### src/rtl/apb_regfile_slave.sv
`default_nettype none
// ============================================================================
// Module      : apb_regfile_slave
// Description : APB3 completer with NUM_REGS 32-bit read/write registers at
//               BASE_ADDR. It adds programmable wait states, address decode
//               with PSLVERR on bad accesses, and a one-cycle one-hot write
//               strobe per register for downstream logic.
// Build option: APB_PSTRB_EN - when defined, writes honour pstrb byte lanes.
//               When undefined, pstrb is ignored and every write updates all
//               32 bits.
// Parameters  : NUM_REGS    - register count (1..16), register i at 4*i
//               BASE_ADDR   - byte address of register 0 (64-byte aligned)
//               WAIT_CYCLES - PREADY-low cycles per access phase (0..15)
// Ports       : pclk      in   APB clock
//               preset_n  in   asynchronous active-low reset
//               psel      in   select
//               penable   in   access phase
//               paddr     in   byte address [31:0]
//               pwrite    in   1 = write, 0 = read
//               pwdata    in   write data [31:0]
//               pstrb     in   byte lanes [3:0] (APB_PSTRB_EN only)
//               prdata    out  read data [31:0], 0 unless a valid read completes
//               pready    out  transfer complete
//               pslverr   out  transfer error, qualified by pready
//               reg_wr_o  out  one-hot pulse in the cycle after a write
// Revision    : 1.0 - initial release
// ============================================================================
module apb_regfile_slave #(
    parameter int unsigned NUM_REGS    = 8,
    parameter logic [31:0] BASE_ADDR   = 32'h0000_1000,
    parameter int unsigned WAIT_CYCLES = 1
) (
    input  logic                pclk,
    input  logic                preset_n,
    input  logic                psel,
    input  logic                penable,
    input  logic [31:0]         paddr,
    input  logic                pwrite,
    input  logic [31:0]         pwdata,
    input  logic [3:0]          pstrb,
    output logic [31:0]         prdata,
    output logic                pready,
    output logic                pslverr,
    output logic [NUM_REGS-1:0] reg_wr_o
);

    localparam int unsigned c_IDX_W = (NUM_REGS > 1) ? $clog2(NUM_REGS) : 1;
    localparam logic [31:0] c_SPAN  = 32'(4 * NUM_REGS);
    localparam logic [3:0]  c_WAIT  = 4'(WAIT_CYCLES);

    localparam logic [0:0]  c_ST_IDLE   = 1'b0;
    localparam logic [0:0]  c_ST_ACCESS = 1'b1;

    logic [0:0]          r_state;
    logic [0:0]          w_state_nxt;
    logic [3:0]          r_cnt;
    logic [c_IDX_W-1:0]  r_idx;
    logic                r_write;
    logic                r_valid;
    logic [31:0]         r_regs [NUM_REGS];
    logic [NUM_REGS-1:0] r_wr_pulse;

    // ------------------------------------------------------------------------
    // Address decode. The subtraction is unsigned, so addresses below the
    // base wrap to a huge offset and fail the range compare on their own.
    // ------------------------------------------------------------------------
    logic [31:0]        w_off;
    logic               w_dec_valid;
    logic [c_IDX_W-1:0] w_dec_idx;

    assign w_off       = paddr - BASE_ADDR;
    assign w_dec_valid = (paddr[1:0] == 2'b00) && (w_off < c_SPAN);
    assign w_dec_idx   = w_off[c_IDX_W+1:2];

    // ------------------------------------------------------------------------
    // Transfer events
    // ------------------------------------------------------------------------
    logic w_setup;
    logic w_proto_err;
    logic w_done;
    logic w_commit;

    assign w_setup     = (r_state == c_ST_IDLE) && psel && !penable;
    // Enable without a preceding setup phase: answer immediately with an
    // error so the initiator cannot hang waiting for pready.
    assign w_proto_err = (r_state == c_ST_IDLE) && psel && penable;
    assign w_done      = (r_state == c_ST_ACCESS) && psel && (r_cnt == 4'd0);
    assign w_commit    = w_done && r_write && r_valid;

    // Byte-lane enables for the write path
    logic [3:0] w_be;
`ifdef APB_PSTRB_EN
    assign w_be = pstrb;
`else
    assign w_be = 4'hF;
    logic w_unused_pstrb;
    assign w_unused_pstrb = &{1'b0, pstrb};
`endif

    // Register select decoded from the captured index; used by both the
    // read mux and the write path so an index beyond NUM_REGS selects nothing.
    logic [NUM_REGS-1:0] w_sel;
    logic [31:0]         w_rd_mux;

    always_comb begin
        w_sel    = '0;
        w_rd_mux = 32'd0;
        for (int i = 0; i < int'(NUM_REGS); i++) begin
            if (r_idx == c_IDX_W'(i)) begin
                w_sel[i] = 1'b1;
                w_rd_mux = r_regs[i];
            end
        end
    end

    // ------------------------------------------------------------------------
    // FSM: state register
    // ------------------------------------------------------------------------
    always_ff @(posedge pclk or negedge preset_n) begin
        if (!preset_n) begin
            r_state <= c_ST_IDLE;
        end else begin
            r_state <= w_state_nxt;
        end
    end

    // ------------------------------------------------------------------------
    // FSM: next-state logic
    // ------------------------------------------------------------------------
    always_comb begin
        w_state_nxt = r_state;
        case (r_state)
            c_ST_IDLE: begin
                if (w_setup) begin
                    w_state_nxt = c_ST_ACCESS;
                end
            end
            c_ST_ACCESS: begin
                // Leave on completion, or at once if the initiator aborts
                if (!psel || (r_cnt == 4'd0)) begin
                    w_state_nxt = c_ST_IDLE;
                end
            end
            default: w_state_nxt = c_ST_IDLE;
        endcase
    end

    // ------------------------------------------------------------------------
    // FSM: outputs. Gated with preset_n so the bus sees quiet outputs while
    // reset is held, even if the initiator drives psel/penable.
    // ------------------------------------------------------------------------
    always_comb begin
        pready  = 1'b0;
        pslverr = 1'b0;
        prdata  = 32'd0;
        if (preset_n) begin
            if (w_proto_err) begin
                pready  = 1'b1;
                pslverr = 1'b1;
            end else if (w_done) begin
                pready  = 1'b1;
                pslverr = !r_valid;
                if (!r_write && r_valid) begin
                    prdata = w_rd_mux;
                end
            end
        end
    end

    assign reg_wr_o = r_wr_pulse;

    // ------------------------------------------------------------------------
    // Setup-phase capture and wait counter. paddr/pwrite are only looked at
    // here, so later changes during the access phase have no effect.
    // ------------------------------------------------------------------------
    always_ff @(posedge pclk or negedge preset_n) begin
        if (!preset_n) begin
            r_cnt   <= 4'd0;
            r_idx   <= '0;
            r_write <= 1'b0;
            r_valid <= 1'b0;
        end else if (w_setup) begin
            r_cnt   <= c_WAIT;
            r_idx   <= w_dec_idx;
            r_write <= pwrite;
            r_valid <= w_dec_valid;
        end else if ((r_state == c_ST_ACCESS) && (r_cnt != 4'd0)) begin
            r_cnt <= r_cnt - 4'd1;
        end
    end

    // ------------------------------------------------------------------------
    // Register array and write strobe. The strobe is registered so it is high
    // for exactly the cycle after the edge that updates the register.
    // ------------------------------------------------------------------------
    always_ff @(posedge pclk or negedge preset_n) begin
        if (!preset_n) begin
            for (int i = 0; i < int'(NUM_REGS); i++) begin
                r_regs[i] <= 32'd0;
            end
            r_wr_pulse <= '0;
        end else begin
            r_wr_pulse <= w_commit ? w_sel : '0;
            if (w_commit) begin
                for (int i = 0; i < int'(NUM_REGS); i++) begin
                    if (w_sel[i]) begin
                        for (int k = 0; k < 4; k++) begin
                            if (w_be[k]) begin
                                r_regs[i][8*k +: 8] <= pwdata[8*k +: 8];
                            end
                        end
                    end
                end
            end
        end
    end

endmodule
`default_nettype wire
### config.mk
export PLATFORM = sky130hd
export DESIGN_NAME = apb_regfile_slave
export DESIGN_NICKNAME = d
export VERILOG_FILES = /design/src/rtl/apb_regfile_slave.sv
export SDC_FILE = /design/constraint.sdc
export NUM_CORES = 1
export LEC_CHECK = 0
export BUFFER_PORTS_ARGS = -buffer_cell sky130_fd_sc_hd__buf_4
export CAP_MARGIN = 20
export CORE_MARGIN = 4
export CORE_UTILIZATION = 35
export DETAILED_ROUTE_END_ITERATION = 8
export PLACE_DENSITY = 0.58
export SLEW_MARGIN = 15
export SYNTH_ARGS = -nofsm -noshare
export SYNTH_HDL_FRONTEND = slang
export SYNTH_SLANG_ARGS = --single-unit
### constraint.sdc
create_clock -name pclk -period 2 [get_ports pclk]
set_input_delay 0.4 -clock pclk [delete_from_list [all_inputs] [get_ports pclk]]
set_output_delay 0.4 -clock pclk [all_outputs]
set_load 0.01 [all_outputs]
# ---- Word-level counts from Yosys, hierarchy flattened
# Cells that the tools add are included.
# Widths: inputs -> output; s select.
dict set report totals {
  register_bits 274
  inputBits 73
  out_inout_bits 42
  elab_cells 85
}
dict set report op_classes {
  n_addsub 2
  n_lt_le_gt_ge 1
  n_eq_ne 7
  mux 32
  bitwise 1
  n_reduce_logical 28
}
# cell count
set op_table {}
lappend op_table {{$mux 32} 12}
lappend op_table {{$lt 32x6->1 const B} 1}
lappend op_table {{$sub 32x13->32 const B} 1}
lappend op_table {{$mux 1} 16}
lappend op_table {{$reduce_and 2->1} 8}
lappend op_table {{$eq 3x3->1 const B} 4}
lappend op_table {{$logic_and 1x1->1} 10}
lappend op_table {{$mux 4} 2}
lappend op_table {{$mux 8} 1}
lappend op_table {{$eq 3x2->1 const B} 2}
lappend op_table {{$logic_not 1->1} 4}
lappend op_table {{$logic_not 4->1} 1}
lappend op_table {{$reduce_bool 4->1} 1}
lappend op_table {{$sub 4x1->4 const B} 1}
lappend op_table {{$eq 3x1->1 const B} 1}
lappend op_table {{$logic_not 3->1} 1}
lappend op_table {{$logic_not 2->1} 1}
lappend op_table {{$pmux 1 s2} 1}
lappend op_table {{$reduce_bool 2->1} 1}
lappend op_table {{$logic_or 1x1->1} 1}
lappend op_table {{$not 1->1} 1}

# ---- Longest topological paths before layout
# Gate-level depths: netlist of run 1.
dict set report logic_depth {
  ltp_word 13
  ltp_mapped 8
  depth_no_buf 6
}

# ---- Least setup slack after synthesis of run 1
# OpenSTA, ideal clock, no wires.
dict set report synth_timing {
  path_type {register -> output}
  from {reg r_cnt[0]}
  to {out prdata[10]}
  arrival_time_ns 1.929
  t_required_ns 1.600
  slack_ns -0.329
  stages_incl_launch_ff 8
  path_buffers 1
  cell_sequence {dfrtp_1 inv_1 ha_1 nor3b_4 and2_1 nand3b_1 clkbuf_1 a2111oi_0}
}
dict set report synth_between {
  elab_chain_len 5
}
# element line_no
set synth_rtl {}
lappend synth_rtl {{start: declaration} 56} ;# logic [3:0] r_cnt;
lappend synth_rtl {{start signal: assignment} 183} ;# r_cnt <= c_WAIT;
lappend synth_rtl {{start signal: assignment} 188} ;# r_cnt <= r_cnt - 4'd1;
lappend synth_rtl {{$logic_not 4->1} 87} ;# assign w_done = (r_state == c_ST_ACCESS) && psel && (r_cnt == 4'd0);
lappend synth_rtl {{$logic_and 1x1->1} 87}
lappend synth_rtl {{$mux 32} 160} ;# end else if (w_done) begin
lappend synth_rtl {{$mux 32} 157} ;# if (w_proto_err) begin
lappend synth_rtl {{$mux 32} 156} ;# if (preset_n) begin
lappend synth_rtl {{end: declaration} 41} ;# output logic [31:0] prdata,
# No other way between the ends.

# ---- Final worst setup path of run 1
dict set report layout_timing {
  from {reg r_cnt[0]}
  to {out prdata[1]}
}
# Same word-level chain as after synthesis.

==> results.json, run 1 <==
{
  "status": "finished, violations left",
  "failed_checks": "negative setup slack",
  "pwr-share-clk": 0.405,
  "total_power_w": 0.0139,
  "yosys-top-cells-area": "dfrtp_1, mux2_2, mux4_2, mux2_4, a22oi_1",
  "end_kind": "output port",
  "hold_depth": 3,
  "post-route-drc-count": 0,
  "synth-simple-area-share": 0.0416,
  "fmax_mhz": 358,
  "hpwlAfterDp_mm": 20.7,
  "synthesis.nets": 955,
  "power_frac_seq": 0.410,
  "start_kind": "flip-flop",
  "num_io_pins": 115,
  "ff_latch_area_um2": 6860,
  "drt-wirelength-per-cell_um": 24.4,
  "synth_cell_type_count": 44,
  "place_ws_ps": -277,
  "gr-usage-all-layers": 0.175,
  "vias": 8634,
  "p_switching_w": 0.00382,
  "via_per_inst": 5.42,
  "post-route-min-period_ps": 2790,
  "slew_headroom": 0.552,
  "syn_avg_cell_area_um2": 14.1,
  "yosys.area.top_type_share": 0.553,
  "synth_mux_area_frac": 0.302,
  "antenna_cells": 0,
  "drt_iter0_markers": 554,
  "antenna_found_initial": 1,
  "nets": 1189,
  "synth-seq-area-share": 0.553,
  "critical_path_class": "flip-flop to output port",
  "cp_max_fo": 7,
  "start_util": 0.357,
  "syn-instance-count": 881,
  "p_per_area_nw_per_um2": 772,
  "cts_buffer_depth": 3,
  "rsz0062_at_grt": "true",
  "min_path_type": "input port to flip-flop",
  "path_clk_slew_ps": 60,
  "p_sw_frac": 0.275,
  "first_global_vias": 8794,
  "drv_slew": 0,
  "layout.cells.non_filler": 1593,
  "design_area_um2": 18000,
  "tightest_slew_ps": 672,
  "finalHoldViolCount": 0,
  "synth-compound-area-share": 0.0704,
  "core_area_um2": 34700,
  "final_antenna_net_count": 0,
  "cts_num_sinks": 274,
  "die_h_um": 196,
  "synth_top_family_by_area": "multiplexers",
  "synth_edf_count": 0,
  "syn2layout_area_growth_pct": 45.2,
  "cp.required_ps": 1600,
  "grt_max_degree": 122,
  "clkLatencyLatePin_ps": 550,
  "async_flop_share": 1.00,
  "reg2reg_depth": 11,
  "maxCapViolations": 0,
  "leakage_nw": 8.40,
  "die_w_um": 196,
  "root_buffer": "clkbuf_16",
  "synth.cell_area_um2": 12400,
  "internal-power_w": 0.0101,
  "synth_ff_type": "dfrtp_1",
  "yosys.area.top_type": "dfrtp_1",
  "std_cell_rows": 68,
  "synth-xor-area-share": 0.00141,
  "finalCritPeriodShare": 1.40,
  "synthAdderAreaFrac": 0.00101,
  "grt_first_pass_wirelength_mm": 53.0,
  "placed_area_um2": 14800,
  "h-tree-depth": 1,
  "yosysMostFrequentCell": "dfrtp_1",
  "nFillCells": 2898,
  "crit_arrival_ps": 2390,
  "layout-drive-gt1-share": 0.585,
  "pwr-share-comb": 0.184,
  "skew_ps": 17.3,
  "cts_tree": "yes",
  "peakVddDrop_mv": 0.746,
  "port_buffers": 110,
  "synth_commonest_cells": "dfrtp_1, mux2_2, a22oi_1, nand2_1, nor2_1",
  "dp_cells": 1480,
  "gp_congestion": 0.774,
  "ys_warn_count": 0,
  "grt_overflow": 0,
  "drt_first_pass_iters": 5,
  "wirelength_mm": 38.9,
  "dieArea_um2": 38500,
  "fin_ws_ps": -794,
  "holdWs_ps": 49.3,
  "cts-buffers-inserted": 30,
  "ys_seq_elements": 274,
  "multi_input_area_um2": 6410,
  "setup_viol": 280
}
-- cells in the final DEF, fill, tap and decap left out, types with 16 or more instances in the layout --
master     instances
dfrtp_1          271
mux2_4           232
buf_4            164
clkbuf_16         48
buf_12            39
a22oi_1           36
mux2_2            35
nand2_1           33
buf_6             29
mux4_2            27
nor2_1            25
o22ai_1           24
o21ai_0           16
-- stage by stage --
step	util	setup TNS [ps]
floorplan	-	-3200
global placement	0.426	-29170
detailed placement	0.426	-31230
CTS	0.468	-55200
global route	0.519	-102870
finish	0.519	-81680
-- repair_timing --
item                                    in CTS  in global routing
setup buffers                               10                 23
hold buffers                                 1                  0
endpoints found under the setup margin     258                326
gates cloned                                 8                 20
pin swaps                                    5                 11
resized for setup                           31                291
hold endpoints to repair                    93                  0
-- registers in the layout, indices dropped and copies added, names as in the netlist --
register	count
r_state	1
reg_wr_o	8
r_cnt	4
r_valid	1
r_write	1
r_idx	3
r_regs	256
-- power by group through the flow --
stage / combinational, W / sequential, W / clock (W)
after floorplan: 0.00110 / 0.00575 / 0
after global placement: 0.00232 / 0.00579 / 0
after detailed placement: 0.00232 / 0.00579 / 0
after CTS: 0.00236 / 0.00569 / 0.00576
after global routing: 0.00272 / 0.00571 / 0.00598
final: 0.00256 / 0.00571 / 0.00563
-- path summary, 6_finish.rpt --
path	slack [ps]	end	start
worst max register to register	-390	r_regs[245]	r_cnt[0]
worst max-delay path	-790	prdata[1]	r_cnt[0]
max in group asynchronous	330	r_regs[84]	preset_n
worst min-delay path	50	r_idx[1]	paddr[3]
worst min register to register	500	r_regs[232]	r_regs[232]
min in group asynchronous	600	r_regs[189]	preset_n
-- kinds of logic after synthesis --
family                     count (synthesis)
muxes                                    296
DFF                                      274
AOI/OAI and AO/OA                        125
and+or+nand+nor                          103
buffers and inverters                     80
xor gates and xnor gates                   2
adders and majority gates                  1
-- critical path, stage by stage (launching register included) --
cell	delay, ps
dfrtp_1	380
inv_2	70
ha_4	130
nor3b_4	180
and2_4	170
nand3b_1	90
buf_6	150
buf_12	150
a211oi_1	250
buf_4	170
buf_4	110
-- cell type report --
| class | count | area share |
|---|---|---|
| clock inverters | 14 | 0.00827 |
| flip-flops and latches | 274 | 0.381 |
| multi-input cells | 527 | 0.356 |
| repair buffers | 265 | 0.172 |
| well taps | 455 | 0.0316 |
| clock buffers | 41 | 0.0474 |
| inverters | 17 | 0.00354 |
-- layer usage --
| metal | global-route usage | vias to the layer above | routed length (µm) |
|---|---|---|---|
| li1 | - | 3735 | - |
| met1 | 0.242 | 4624 | 17500 |
| met2 | 0.303 | 208 | 19000 |
| met3 | 0.0204 | 67 | 1510 |
| met4 | 0.0282 | 0 | 954 |
| met5 | 0 | - | 0 |
Note: power is estimated with default switching activity, not from simulation.
==> inputs of run 2 (changes only) <==
--- a/config.mk
+++ b/config.mk
@@ -8,9 +8,9 @@
 export BUFFER_PORTS_ARGS = -buffer_cell sky130_fd_sc_hd__buf_4
 export CAP_MARGIN = 20
 export CORE_MARGIN = 4
-export CORE_UTILIZATION = 35
+export CORE_UTILIZATION = 25
 export DETAILED_ROUTE_END_ITERATION = 8
-export PLACE_DENSITY = 0.58
+export PLACE_DENSITY = 0.46
 export SLEW_MARGIN = 15
 export SYNTH_ARGS = -nofsm -noshare
 export SYNTH_HDL_FRONTEND = slang
==> run 2 against run 1 <==
- routed wire length up 7.3%
- non-clock buffer count up 24
- final cell count up 15%
- sequential power about the same
- the run still ends with negative setup slack left
- first-iteration DRC count up 4.0%
- clock power up 9.9%
- power up 4.7%
- maximum frequency down 1.8%
- utilization down 14 points
- worst setup slack worse by 50 ps
==> results.json, run 2 (same netlist as run 1, synthesis figures left out) <==
{
  "final_antenna_net_count": 0,
  "power_frac_seq": 0.392,
  "hpwlAfterDp_mm": 23.2,
  "leakage_nw": 8.49,
  "num_io_pins": 115,
  "layout-drive-gt1-share": 0.595,
  "ff2ff_setup_slack_ps": -440,
  "dieArea_um2": 53200,
  "gp_congestion": 0.723,
  "die_w_um": 231,
  "cts_num_sinks": 274,
  "largest_register_ffs": 256,
  "r2r_end": "r_regs[62]",
  "status": "finished, violations left",
  "drt_first_pass_iters": 6,
  "path_clk_slew_ps": 60,
  "pwr-share-clk": 0.425,
  "grt_first_pass_wirelength_mm": 60.4,
  "layout_common_cells": "dfrtp_1, mux2_4, buf_4, buf_6, buf_12",
  "design_area_um2": 18500,
  "post-route-min-period_ps": 2840,
  "nFillCells": 4660,
  "p_sw_frac": 0.281,
  "cts_tree": "yes",
  "slew_headroom": 0.610,
  "first_global_vias": 9363,
  "end_kind": "output port",
  "fin_ws_ps": -844,
  "drv_slew": 0,
  "drt-wirelength-per-cell_um": 22.8,
  "start_util": 0.253,
  "std_cell_rows": 81,
  "port_buffers": 110,
  "gr-usage-all-layers": 0.149,
  "p_per_area_nw_per_um2": 784,
  "root_buffer": "clkbuf_16",
  "maxCapViolations": 0,
  "place_ws_ps": -427,
  "wirelength_mm": 41.7,
  "cts_buffer_depth": 3,
  "min_path_type": "input port to asynchronous set/reset pin",
  "drt_iter0_markers": 576,
  "peakVddDrop_mv": 0.409,
  "internal-power_w": 0.0105,
  "syn2layout_area_growth_pct": 49.6,
  "clkLatencyLatePin_ps": 540,
  "r2r_start": "r_idx[0]",
  "grt_overflow": 0,
  "failed_checks": "negative setup slack",
  "rsz0062_at_grt": "true",
  "startpoint": "r_cnt[0]",
  "via_per_inst": 4.70,
  "antenna_found_initial": 1,
  "nets": 1217,
  "finalCritPeriodShare": 1.42,
  "start_kind": "flip-flop",
  "skew_ps": 22.6,
  "critical_path_class": "flip-flop to output port",
  "final_common_cell": "dfrtp_1",
  "p_switching_w": 0.00409,
  "placed_area_um2": 15100,
  "grt_max_degree": 99,
  "setup_viol": 265,
  "tightest_slew_ps": 585,
  "cp_max_fo": 7,
  "h-tree-depth": 2,
  "pwr-share-comb": 0.183,
  "finalHoldViolCount": 0,
  "reg2reg_depth": 11,
  "fmax_mhz": 352,
  "die_h_um": 231,
  "vias": 8607,
  "total_power_w": 0.0145,
  "fin_setup_tns_ps": -106860,
  "cts-buffers-inserted": 34,
  "top_register": "r_regs",
  "cp.required_ps": 1600,
  "crit_arrival_ps": 2440,
  "post-route-drc-count": 0,
  "core_area_um2": 49000,
  "antenna_cells": 0
}
[run 2: cell count changes in the layout (fill, tap and decap cells not counted), sizes merged]
cell and change:
bufinv -1, buf +34, clkinv -7, dlygate4sd3 -1, clkbuf +3, clkinvlp +1
inv +1
[run 2: worst max-delay path by stage]
stage            endpoint  cells after the start
2_1_floorplan   prdata[0]                      5
3_3_place_gp   prdata[31]                      9
4_1_cts         prdata[0]                      9
5_1_grt         prdata[0]                     10
6_report       prdata[12]                     10
3_5_place_dp    prdata[0]                      9
[run 2: stage by stage]
stage	hold slack, ps	std cells	util
CTS	27.5	1811	0.359
floorplan	104	881	-
finish	40.3	1832	0.379
global placement	484	1699	0.309
detailed placement	490	1699	0.309
global route	49.7	1832	0.379
[run 2: power groups by stage]
stage               Combinational [W]  Sequential, W  Clock [W]
floorplan                     0.00110        0.00575          0
global placement              0.00236        0.00579          0
detailed placement            0.00236        0.00579          0
CTS                           0.00249        0.00569    0.00640
global route                  0.00286        0.00570    0.00660
finish                        0.00266        0.00570    0.00619
[run 2: worst max-delay path, cell delays in order (launching register included)]
cell and delay, ps:
dfrtp_1 370, inv_1 60, ha_2 170, nor3b_4 190
and2_4 170, nand3b_1 80, buf_6 150, buf_12 140
buf_4 150, a2111oi_4 230, buf_4 190
[run 2: layout make-up]
type	instances	area (µm²)	share of cell area
well taps	664	831	0.0448
inverters	17	63.8	0.00344
clock inverters	8	111	0.00600
repair buffers	289	3290	0.178
flip-flops and latches	274	6860	0.370
clock buffers	53	1000	0.0540
multi-input cells	527	6380	0.344
[run 2: per-layer routing]
layer	up-vias	track usage	routed length (µm)	share of wire
met2	152	0.240	19800	0.47
met3	60	0.0279	1720	0.041
met5	-	0	11	0.00026
met1	4589	0.204	19300	0.46
li1	3804	-	-	-
met4	2	0.0472	926	0.022
[run 2: timing repair]
action	4_1_cts	5_1_grt
cloned	16	8
hold buffers	1	0
pin swaps	14	14
setup endpoints to repair	261	293
hold endpoints to repair	23	0
resized for setup	147	222
buffers inserted	35	35
